## src/rtl/vga_pkg.sv

```systemverilog
// Shared widths, pixel word layout and grant encoding for the pixel write arbiter.
package vga_pkg;
    localparam int nX          = 10;
    localparam int nY          = 9;
    localparam int COLOR_DEPTH = 9;
    localparam int PIX_W       = nX + nY + COLOR_DEPTH;

    typedef struct packed {
        logic [nX-1:0]          x;
        logic [nY-1:0]          y;
        logic [COLOR_DEPTH-1:0] color;
    } pixel_t;

    typedef enum logic {
        GRANT_A = 1'b0,
        GRANT_B = 1'b1
    } grant_t;

    function automatic logic [PIX_W-1:0] pack_pixel(input logic [nX-1:0] x,
                                                   input logic [nY-1:0] y,
                                                   input logic [COLOR_DEPTH-1:0] color);
        return {x, y, color};
    endfunction

    function automatic pixel_t unpack_pixel(input logic [PIX_W-1:0] word);
        return pixel_t'(word);
    endfunction
endpackage

```

## src/rtl/pixel_write_arbiter_if.sv

```systemverilog
// Bundle of both engine write ports and the VGA adapter write port.
interface pixel_write_arbiter_if;
    import vga_pkg::*;

    logic [nX-1:0]          a_x;
    logic [nY-1:0]          a_y;
    logic [COLOR_DEPTH-1:0] a_color;
    logic                   a_write;
    logic                   a_ready;
    logic [nX-1:0]          b_x;
    logic [nY-1:0]          b_y;
    logic [COLOR_DEPTH-1:0] b_color;
    logic                   b_write;
    logic                   b_ready;
    logic                   clear_overflow;
    logic [nX-1:0]          VGA_x;
    logic [nY-1:0]          VGA_y;
    logic [COLOR_DEPTH-1:0] VGA_color;
    logic                   VGA_write;
    logic                   overflow_a;
    logic                   overflow_b;

    modport master (
        output a_x, a_y, a_color, a_write,
        output b_x, b_y, b_color, b_write,
        output clear_overflow,
        input  a_ready, b_ready,
        input  VGA_x, VGA_y, VGA_color, VGA_write,
        input  overflow_a, overflow_b
    );

    modport slave (
        input  a_x, a_y, a_color, a_write,
        input  b_x, b_y, b_color, b_write,
        input  clear_overflow,
        output a_ready, b_ready,
        output VGA_x, VGA_y, VGA_color, VGA_write,
        output overflow_a, overflow_b
    );
endinterface

```

## src/rtl/pixel_fifo.sv

```systemverilog
// Synchronous FIFO with occupancy count; a push while full is dropped even if a pop happens.
module pixel_fifo #(
    parameter int WIDTH = 28,
    parameter int DEPTH = 16
) (
    input  logic                     Clock,
    input  logic                     Resetn,
    input  logic                     push,
    input  logic                     pop,
    input  logic [WIDTH-1:0]         din,
    output logic [WIDTH-1:0]         dout,
    output logic [$clog2(DEPTH):0]   count,
    output logic                     full,
    output logic                     empty
);
    localparam int AW = $clog2(DEPTH);
    localparam logic [AW:0] FULL_COUNT = (AW+1)'(DEPTH);

    logic [WIDTH-1:0] mem [DEPTH];
    logic [AW-1:0]    wr_ptr_reg;
    logic [AW-1:0]    rd_ptr_reg;
    logic [AW:0]      count_reg;
    logic             do_push;
    logic             do_pop;

    assign full    = (count_reg == FULL_COUNT);
    assign empty   = (count_reg == '0);
    assign do_push = push && !full;
    assign do_pop  = pop && !empty;
    assign count   = count_reg;
    // Head word is visible combinationally so a pop can be registered on the same edge.
    assign dout    = mem[rd_ptr_reg];

    always_ff @(posedge Clock) begin
        if (do_push) begin
            mem[wr_ptr_reg] <= din;
        end
    end

    always_ff @(posedge Clock or negedge Resetn) begin
        if (!Resetn) begin
            wr_ptr_reg <= '0;
            rd_ptr_reg <= '0;
            count_reg  <= '0;
        end else begin
            if (do_push) begin
                wr_ptr_reg <= wr_ptr_reg + 1'b1;
            end
            if (do_pop) begin
                rd_ptr_reg <= rd_ptr_reg + 1'b1;
            end
            case ({do_push, do_pop})
                2'b10:   count_reg <= count_reg + 1'b1;
                2'b01:   count_reg <= count_reg - 1'b1;
                default: count_reg <= count_reg;
            endcase
        end
    end
endmodule

```

## src/rtl/pixel_write_arbiter.sv

```systemverilog
// Two buffered pixel sources merged round-robin onto one registered VGA write port.
module pixel_write_arbiter
    import vga_pkg::*;
#(
    parameter int FIFO_DEPTH = 16
) (
    input  logic                  Clock,
    input  logic                  Resetn,
    pixel_write_arbiter_if.slave  bus
);
    localparam int CW = $clog2(FIFO_DEPTH) + 1;
    localparam logic [CW-1:0] READY_LIMIT = CW'(FIFO_DEPTH - 2);

    logic [PIX_W-1:0] fifo_din   [2];
    logic [PIX_W-1:0] fifo_dout  [2];
    logic [CW-1:0]    fifo_count [2];
    logic [1:0]       push;
    logic [1:0]       pop;
    logic [1:0]       full;
    logic [1:0]       empty;
    logic [1:0]       drop;
    logic [1:0]       ready;
    logic [1:0]       overflow_reg;
    grant_t           last_grant_reg;
    grant_t           last_grant_next;
    logic [PIX_W-1:0] vga_word_reg;
    logic             vga_write_reg;
    pixel_t           vga_pix;

    assign fifo_din[0] = pack_pixel(bus.a_x, bus.a_y, bus.a_color);
    assign fifo_din[1] = pack_pixel(bus.b_x, bus.b_y, bus.b_color);
    assign push        = {bus.b_write, bus.a_write};

    generate
        for (genvar gi = 0; gi < 2; gi++) begin : g_src
            pixel_fifo #(
                .WIDTH (PIX_W),
                .DEPTH (FIFO_DEPTH)
            ) u_fifo (
                .Clock  (Clock),
                .Resetn (Resetn),
                .push   (push[gi]),
                .pop    (pop[gi]),
                .din    (fifo_din[gi]),
                .dout   (fifo_dout[gi]),
                .count  (fifo_count[gi]),
                .full   (full[gi]),
                .empty  (empty[gi])
            );
            assign drop[gi]  = push[gi] && full[gi];
            // Two-entry margin lets a source that reacts one cycle late still fit.
            assign ready[gi] = (fifo_count[gi] < READY_LIMIT);
        end
    endgenerate

    // Round-robin: on a tie the source that was not served last wins.
    always_comb begin
        pop             = 2'b00;
        last_grant_next = last_grant_reg;
        if (!empty[0] && !empty[1]) begin
            if (last_grant_reg == GRANT_B) begin
                pop[0] = 1'b1;
            end else begin
                pop[1] = 1'b1;
            end
        end else if (!empty[0]) begin
            pop[0] = 1'b1;
        end else if (!empty[1]) begin
            pop[1] = 1'b1;
        end
        if (pop[0]) begin
            last_grant_next = GRANT_A;
        end else if (pop[1]) begin
            last_grant_next = GRANT_B;
        end
    end

    always_ff @(posedge Clock or negedge Resetn) begin
        if (!Resetn) begin
            last_grant_reg <= GRANT_B;
            vga_word_reg   <= '0;
            vga_write_reg  <= 1'b0;
            overflow_reg   <= 2'b00;
        end else begin
            last_grant_reg <= last_grant_next;
            vga_write_reg  <= |pop;
            if (|pop) begin
                vga_word_reg <= pop[0] ? fifo_dout[0] : fifo_dout[1];
            end
            // A drop on the same edge as a clear keeps the flag set.
            for (int i = 0; i < 2; i++) begin
                if (drop[i]) begin
                    overflow_reg[i] <= 1'b1;
                end else if (bus.clear_overflow) begin
                    overflow_reg[i] <= 1'b0;
                end
            end
        end
    end

    assign vga_pix        = unpack_pixel(vga_word_reg);
    assign bus.VGA_x      = vga_pix.x;
    assign bus.VGA_y      = vga_pix.y;
    assign bus.VGA_color  = vga_pix.color;
    assign bus.VGA_write  = vga_write_reg;
    assign bus.overflow_a = overflow_reg[0];
    assign bus.overflow_b = overflow_reg[1];
    assign bus.a_ready    = ready[0];
    assign bus.b_ready    = ready[1];
endmodule

```

## src/flat_wrapper.sv

```systemverilog
// flat-port wrapper written by rule: the top's interface ports become plain ports
module pixel_write_arbiter_flat import vga_pkg::*;
#(
    parameter int FIFO_DEPTH = 16
)
  (Clock, Resetn, bus_a_x, bus_a_y, bus_a_color, bus_a_write, bus_b_x, bus_b_y, bus_b_color, bus_b_write, bus_clear_overflow, bus_a_ready, bus_b_ready, bus_VGA_x, bus_VGA_y, bus_VGA_color, bus_VGA_write, bus_overflow_a, bus_overflow_b);
  pixel_write_arbiter_if bus_i ();
  input  logic Clock;
  input  logic Resetn;
  input wire logic [$bits(bus_i.a_x)-1:0] bus_a_x;
  input wire logic [$bits(bus_i.a_y)-1:0] bus_a_y;
  input wire logic [$bits(bus_i.a_color)-1:0] bus_a_color;
  input wire logic [$bits(bus_i.a_write)-1:0] bus_a_write;
  input wire logic [$bits(bus_i.b_x)-1:0] bus_b_x;
  input wire logic [$bits(bus_i.b_y)-1:0] bus_b_y;
  input wire logic [$bits(bus_i.b_color)-1:0] bus_b_color;
  input wire logic [$bits(bus_i.b_write)-1:0] bus_b_write;
  input wire logic [$bits(bus_i.clear_overflow)-1:0] bus_clear_overflow;
  output wire logic [$bits(bus_i.a_ready)-1:0] bus_a_ready;
  output wire logic [$bits(bus_i.b_ready)-1:0] bus_b_ready;
  output wire logic [$bits(bus_i.VGA_x)-1:0] bus_VGA_x;
  output wire logic [$bits(bus_i.VGA_y)-1:0] bus_VGA_y;
  output wire logic [$bits(bus_i.VGA_color)-1:0] bus_VGA_color;
  output wire logic [$bits(bus_i.VGA_write)-1:0] bus_VGA_write;
  output wire logic [$bits(bus_i.overflow_a)-1:0] bus_overflow_a;
  output wire logic [$bits(bus_i.overflow_b)-1:0] bus_overflow_b;
  assign bus_i.a_x = bus_a_x;
  assign bus_i.a_y = bus_a_y;
  assign bus_i.a_color = bus_a_color;
  assign bus_i.a_write = bus_a_write;
  assign bus_i.b_x = bus_b_x;
  assign bus_i.b_y = bus_b_y;
  assign bus_i.b_color = bus_b_color;
  assign bus_i.b_write = bus_b_write;
  assign bus_i.clear_overflow = bus_clear_overflow;
  assign bus_a_ready = bus_i.a_ready;
  assign bus_b_ready = bus_i.b_ready;
  assign bus_VGA_x = bus_i.VGA_x;
  assign bus_VGA_y = bus_i.VGA_y;
  assign bus_VGA_color = bus_i.VGA_color;
  assign bus_VGA_write = bus_i.VGA_write;
  assign bus_overflow_a = bus_i.overflow_a;
  assign bus_overflow_b = bus_i.overflow_b;
  pixel_write_arbiter #(.FIFO_DEPTH(FIFO_DEPTH)) u_core (.Clock(Clock), .Resetn(Resetn), .bus(bus_i));
endmodule
```

## config.mk

```make
export PLATFORM = sky130hd
export DESIGN_NAME = pixel_write_arbiter_flat
export DESIGN_NICKNAME = d
export VERILOG_FILES = /design/src/rtl/vga_pkg.sv /design/src/rtl/pixel_write_arbiter_if.sv /design/src/rtl/pixel_fifo.sv /design/src/rtl/pixel_write_arbiter.sv /design/src/flat_wrapper.sv
export SDC_FILE = /design/constraint.sdc
export NUM_CORES = 1
export LEC_CHECK = 0
export ABC_AREA = 1
export ABC_CLOCK_PERIOD_IN_PS = 3300
export CAP_MARGIN = 0
export CORE_ASPECT_RATIO = 1.2
export CORE_MARGIN = 2
export CORE_UTILIZATION = 40
export DETAILED_ROUTE_END_ITERATION = 7
export HOLD_SLACK_MARGIN = 0.08
export SLEW_MARGIN = 15
export SYNTH_ARGS = -nofsm -noshare
export SYNTH_HDL_FRONTEND = slang
export SYNTH_SLANG_ARGS = --single-unit
```

## constraint.sdc

```tcl
create_clock -name Clock -period 3.3 [get_ports Clock]
set_input_delay 0.33 -clock Clock [delete_from_list [all_inputs] [get_ports Clock]]
set_output_delay 0.33 -clock Clock [all_outputs]
set_load 0.02 [all_outputs]
```

==> results of run 1 <==
kinds of logic (layout without fill, tap and decap cells):
| kind of cell | Yosys count | in the layout | share of synthesized area |
|---|---|---|---|
| DFF | 954 | 954 | 0.715 |
| adders and majority gates | 18 | 18 | 0.00568 |
| buffers and inverters | 453 | 606 | 0.0489 |
| and+or+nand+nor | 2031 | 2031 | 0.217 |
| xor gates and xnor gates | 26 | 26 | 0.00574 |
| AOI/OAI and AO/OA | 51 | 51 | 0.00710 |
final cells by class:
| type | instances | area share |
|---|---|---|
| sequential | 954 | 0.624 |
| inverter | 257 | 0.0215 |
| clock buffer | 123 | 0.0568 |
| clock inverter | 55 | 0.0119 |
| timing repair buffer | 171 | 0.0402 |
| tap | 1280 | 0.0352 |
| multi-input combinational | 2126 | 0.211 |
timing repair:
| item | in CTS | in global routing |
|---|---|---|
| endpoints found under the setup margin | 0 | 0 |
| hold buffers | 1 | 0 |
| endpoints found under the hold margin | 58 | 0 |
| resized for setup | 0 | 0 |
stage by stage:
| step | hold WS [ps] | total power [uW] |
|---|---|---|
| finish | 142 | 41600 |
| global route | 162 | 44000 |
| CTS | 119 | 41800 |
| detailed placement | 282 | 31000 |
| global placement | 280 | 30800 |
| floorplan | 34.4 | 25400 |
per-layer routing:
| metal | GRT usage | part of all wire |
|---|---|---|
| met5 | 0 | 0 |
| met4 | 0.0474 | 0.017 |
| met3 | 0.0307 | 0.069 |
| met2 | 0.333 | 0.49 |
| met1 | 0.268 | 0.43 |
where the power goes:
group | total, uW | leakage (uW) | internal [uW] | switching (uW)
clock | 10900 | 0.00153 | 6260 | 4600
sequential | 15500 | 0.00878 | 14800 | 687
combinational | 15200 | 0.00715 | 4460 | 10800
total | 41600 | 0.0175 | 25500 | 16000
synthesized netlist by cell type, drive strengths merged:
cell,instances,area [um^2]
nand2,1226,4620
edfxtp,896,26900
nand3,698,3550
inv,256,963
buf,134,737
nor2,99,384
clkbuf,62,234
dfrtp,57,1430
o21ai,38,201
xor2,20,175
ha,18,225
a21oi,6,30.0
xnor2,6,52.6
nand4,5,37.5
a31oi,2,12.5
nand3b,2,15.0
o21bai,2,15.0
a31o,1,8.76
clkinv,1,3.75
dfstp,1,26.3
nor3,1,5.00
o211ai,1,7.51
o22ai,1,6.26
worst reg2reg max path: cells and delay by family (launching register included):
kind	cells	cell delay (ps)
simple gates	7	760
fa+ha+maj	2	530
flops	1	450
xor+xnor	2	400
buf+inv	2	130
compound gates	1	110
worst max-delay path by stage:
stage                                                  end                            start  slack, ps
final                      u_core.g_src[1].u_fifo.count[4]  u_core.g_src[1].u_fifo.count[1]        840
after global routing       u_core.g_src[1].u_fifo.count[3]  u_core.g_src[1].u_fifo.count[1]        580
after CTS                 u_core.g_src[1].u_fifo.mem[0][8]  u_core.g_src[1].u_fifo.count[2]        810
after detailed placement  u_core.g_src[1].u_fifo.mem[0][8]                      bus_b_write        700
after global placement    u_core.g_src[1].u_fifo.mem[0][4]                      bus_b_write        740
after floorplan           u_core.g_src[1].u_fifo.mem[0][0]  u_core.g_src[1].u_fifo.count[1]        680
==> results.py, run 1 <==
metrics = {
    "layout": {
        "drive_above_1_share": 0.0776,
        "largest_register_ffs": 896,
        "nFillCells": 8871,
        "layout_commonest_cell": "nand2_1",
        "nets": 3685,
        "final_cell_mix": "nand2_1, edfxtp_1, nand3_1, inv_1, clkbuf_16",
        "diodes": 0,
        "fin_cells": 4966,
        "final_util": 0.462,
        "area_delta_synth_final_pct": 14.8,
        "regArea_um2": 28400,
        "multi_input_area_um2": 9580,
        "finish.instance_area_um2": 45500,
    },
    "setup_path": {
        "worstSetupPathType": "reg -> reg",
        "cp_common_cell": "nand2_1",
        "reg2reg_to": "u_core.g_src[1].u_fifo.count[4]",
        "cp_num_buf_inv": 2,
        "crit_family": "simple AND/OR/NAND/NOR gates",
        "crit_cells": 14,
        "critPathSlowestCell": "dfrtp_1",
        "cp.required_ps": 3850,
        "worst-path-max-fanout": 6,
        "rrSetupSlack_ps": 840,
        "arrival_ps": 3010,
        "path_cells": "nor2_2 -> nand3_2 -> inv_1 -> nand2_1 -> nand2_1 -> ha_1 -> xor2_1 -> ha_1 -> inv_1 -> nand2_1 -> a31oi_1 -> xor2_1 -> nand2_1 -> nand2_1",
        "critical-path-max-stage-delay_ps": 450,
        "crit_path_end_kind": "register",
        "worstReg2RegStart": "u_core.g_src[1].u_fifo.count[1]",
        "crit_path_start_kind": "register",
        "r2r_cells": 14,
    },
    "sta": {
        "tightest_slew_ps": 884,
        "max_slew_margin": 0.409,
        "skew_ps": 20.5,
        "rsz0062_at_grt": "no",
        "hold_viol": 0,
        "worst_slack_ps": 841,
        "setup_tns_ps": 0,
        "fmax_mhz": 407,
        "finalCriticalPeriod_ps": 2460,
        "post-route-period-util": 0.745,
        "drv_slew": 0,
        "finalSetupViolCount": 0,
    },
    "clocking": {
        "cts_buffers": 96,
        "clk_pin_slew_ps": 60,
        "clock_latency_ps": 670,
        "cts_setup_buffers": 0,
        "clockRootBuffer": "clkbuf_16",
        "clock-sinks": 954,
        "htreeDepth": 3,
        "clock_path_buffers": 3,
        "cts_tree": "done",
    },
    "power_and_ir_drop": {
        "ir_worst_vdd_uv": 687,
        "leakage_uw": 0.0175,
        "power_density_nw_per_um2": 914,
    },
    "route": {
        "drtAntennaViolNets": 0,
        "wl_per_cell_um": 20.4,
        "drt_iter0_markers": 2619,
        "routed_via_density": 5.12,
        "drt_wl_total_um": 101000,
        "dr_total_vias": 25400,
        "dr.pass1.iters": 6,
        "drcViolationCount": 0,
    },
    "floorplanning": {
        "die_y_um": 349,
        "coreArea_um2": 98400,
        "initial_core_util": 0.403,
        "ios": 94,
        "rows": 126,
        "die_area_um2": 102000,
        "die_x_um": 291,
    },
    "synthesis": {
        "synth-seq-cells": 954,
        "yosysUniqueCellTypes": 36,
        "syn_area_um2": 39600,
        "yosysSeqAreaShare": 0.715,
        "syn_area_per_cell_um2": 11.2,
        "syn_inst": 3533,
        "ys_warn_count": 0,
        "syn_nets": 3612,
    },
    "global_routing": {
        "antenna_found_initial": 1,
        "grt_overflow": 0,
        "first_global_vias": 24600,
        "grt_pass1_wl_um": 153000,
        "gr-usage-all-layers": 0.197,
        "grt_max_degree": 127,
    },
    "hold_path": {
        "hp-class": "in -> async",
    },
    "placed_design": {
        "port_buffers": 93,
        "post-dp-hpwl_um": 61000,
        "gp_congestion": 0.813,
        "place_inst": 4787,
        "dpl_cell_area_um2": 42400,
        "dp_slack_ps": 704,
    },
    "outcome": {
        "status": "completed",
    },
    "run": {
        "cap_violations": 0,
    },
}
(Power assumes the default switching activity.)
==> run 2: changes to the inputs <==
--- a/config.mk
+++ b/config.mk
@@ -6,7 +6,7 @@
 export NUM_CORES = 1
 export LEC_CHECK = 0
 export ABC_AREA = 1
-export ABC_CLOCK_PERIOD_IN_PS = 3300
+export ABC_CLOCK_PERIOD_IN_PS = 2300
 export CAP_MARGIN = 0
 export CORE_ASPECT_RATIO = 1.2
 export CORE_MARGIN = 2
==> constraint.sdc (replaced) <==
create_clock -name Clock -period 2.3 [get_ports Clock]
set_input_delay 0.23 -clock Clock [delete_from_list [all_inputs] [get_ports Clock]]
set_output_delay 0.23 -clock Clock [all_outputs]
set_load 0.02 [all_outputs]
==> results.py, run 2 (synthesis results as in run 1) <==
metrics = {
    "outcome": {
        "status": "completed",
    },
    "global_routing": {
        "grt_overflow": 0,
        "first_global_vias": 25400,
        "met1_usage": 0.273,
        "grt.met3_usage": 0.0256,
        "antenna_found_initial": 2,
        "busiest_layer": "met2",
        "grt_max_degree": 71,
        "grt_pass1_wl_um": 157000,
        "gr-usage-all-layers": 0.201,
        "use_met2": 0.342,
    },
    "layout": {
        "nFillCells": 8743,
        "nets": 3785,
        "final_cell_mix": "nand2_1, edfxtp_1, nand3_1, inv_1, clkbuf_16",
        "diodes": 0,
        "finish.instance_area_um2": 46900,
        "largest_register_ffs": 896,
        "layout_commonest_cell": "nand2_1",
        "area_delta_synth_final_pct": 18.3,
        "drive_above_1_share": 0.102,
    },
    "power_and_ir_drop": {
        "power_frac_comb": 0.384,
        "intPower_uw": 37400,
        "p_sw_frac": 0.385,
        "leakage_uw": 0.0181,
        "power.share.clock": 0.250,
        "p_switching_uw": 23400,
        "power_density_nw_per_um2": 1300,
        "ir_worst_vdd_uv": 743,
        "p_seq_frac": 0.366,
    },
    "sta": {
        "fmax_mhz": 452,
        "hold_viol": 0,
        "finalSetupViolCount": 0,
        "finalCriticalPeriod_ps": 2210,
        "max_slew_margin": 0.438,
        "whs_ps": 170,
        "post-route-period-util": 0.963,
        "skew_ps": 30.3,
        "drv_slew": 0,
        "rsz0062_at_grt": "yes",
        "tightest_slew_ps": 841,
    },
    "route": {
        "routed_via_density": 5.13,
        "drcViolationCount": 0,
        "dr.pass1.iters": 5,
        "drt_iter0_markers": 2352,
        "wl_per_cell_um": 20.2,
        "drt_wl_total_um": 102000,
        "drtAntennaViolNets": 0,
        "dr_total_vias": 26000,
    },
    "clocking": {
        "clock_latency_ps": 680,
        "clock_path_buffers": 3,
        "cts_tree": "done",
        "clockRootBuffer": "clkbuf_16",
        "clk_pin_slew_ps": 60,
        "clock-sinks": 954,
        "htreeDepth": 3,
        "cts_buffers": 98,
    },
    "setup_path": {
        "r2r_cells": 13,
        "startpoint": "u_core.g_src[0].u_fifo.count[1]",
        "crit_path_start_kind": "register",
        "cp.required_ps": 2070,
        "arrival_ps": 1980,
        "worst-path-max-fanout": 4,
        "reg2reg_to": "u_core.g_src[0].u_fifo.count[4]",
        "worstReg2RegStart": "u_core.g_src[1].u_fifo.count[2]",
        "crit_path_end": "bus_a_ready",
        "rrSetupSlack_ps": 160,
        "worstSetupPathType": "reg -> out",
        "crit_path_end_kind": "output pin",
    },
    "floorplanning": {
        "coreArea_um2": 98400,
        "die_y_um": 349,
        "ios": 94,
        "initial_core_util": 0.403,
        "die_x_um": 291,
        "die_area_um2": 102000,
        "rows": 126,
    },
    "hold_path": {
        "hp-class": "in -> async",
    },
    "placed_design": {
        "port_buffers": 93,
        "post-dp-hpwl_um": 64100,
        "gp_congestion": 0.826,
        "dpl_cell_area_um2": 43800,
    },
    "run": {
        "cap_violations": 0,
    },
}
[run 2: cell type report]
class	instances	area, um^2	area share
Clock buffer	129	2660	0.0568
Inverter	257	980	0.0209
Multi-Input combinational cell	2126	9600	0.205
Tap cell	1280	1600	0.0342
Clock inverter	53	415	0.00886
Sequential cell	954	28400	0.605
Timing Repair Buffer	269	3260	0.0694
[run 2: how the worst min path moves through the flow]
stage                                      endpoint  slack (ps)  cells past startpoint
2_1_floorplan                  u_core.bus.VGA_write         -70                      0
3_3_place_gp        u_core.g_src[0].u_fifo.count[3]         220                      1
3_5_place_dp        u_core.g_src[0].u_fifo.count[0]         220                      1
4_1_cts             u_core.g_src[1].u_fifo.count[2]         150                      3
5_1_grt        u_core.g_src[0].u_fifo.wr_ptr_reg[2]         180                      3
6_report       u_core.g_src[0].u_fifo.wr_ptr_reg[2]         170                      3
[run 2: worst max-delay path: stages, from the launching register on]
cell and delay [ps]:
dfrtp_1 390, buf_4 160, nand3_1 70, nand2_1 60, inv_1 50, clkdlybuf4s50_1 600
[run 2: per-stage QoR]
stage | std cells | setup slack, ps | power, uW | util | TNS [ps]
2_1_floorplan | 3533 | -322 | 36400 | - | -144290
3_3_place_gp | 4884 | 25.4 | 45700 | 0.445 | 0
3_5_place_dp | 4884 | 18.0 | 45900 | 0.445 | 0
4_1_cts | 5068 | 34.0 | 61100 | 0.476 | 0
5_1_grt | 5068 | -23.3 | 64300 | 0.477 | -35.8
6_report | 5068 | 85.2 | 60800 | 0.477 | 0
[run 2: repair_timing]
action | 4_1_cts | 5_1_grt
endpoints found under the hold margin | 57 | 0
hold buffers | 2 | 0
gates resized for setup | 1 | 4
setup endpoints to repair | 1 | 4
pin swaps | 0 | 0
setup buffers | 0 | 0
[run 2: layer usage]
layer	wire, um	share of wire	vias up
met5	0	0	-
met4	1910	0.019	0
met3	5680	0.056	128
met2	50500	0.49	809
met1	44200	0.43	12700
li1	-	-	12300
[run 2: power groups by stage]
stage	registers, uW	clock network [uW]	logic (uW)
4_1_cts	22300	15500	23400
6_report	22300	15200	23300
3_5_place_dp	22600	0	23300
3_3_place_gp	22600	0	23200
2_1_floorplan	22500	0	13900
5_1_grt	22400	16200	25700
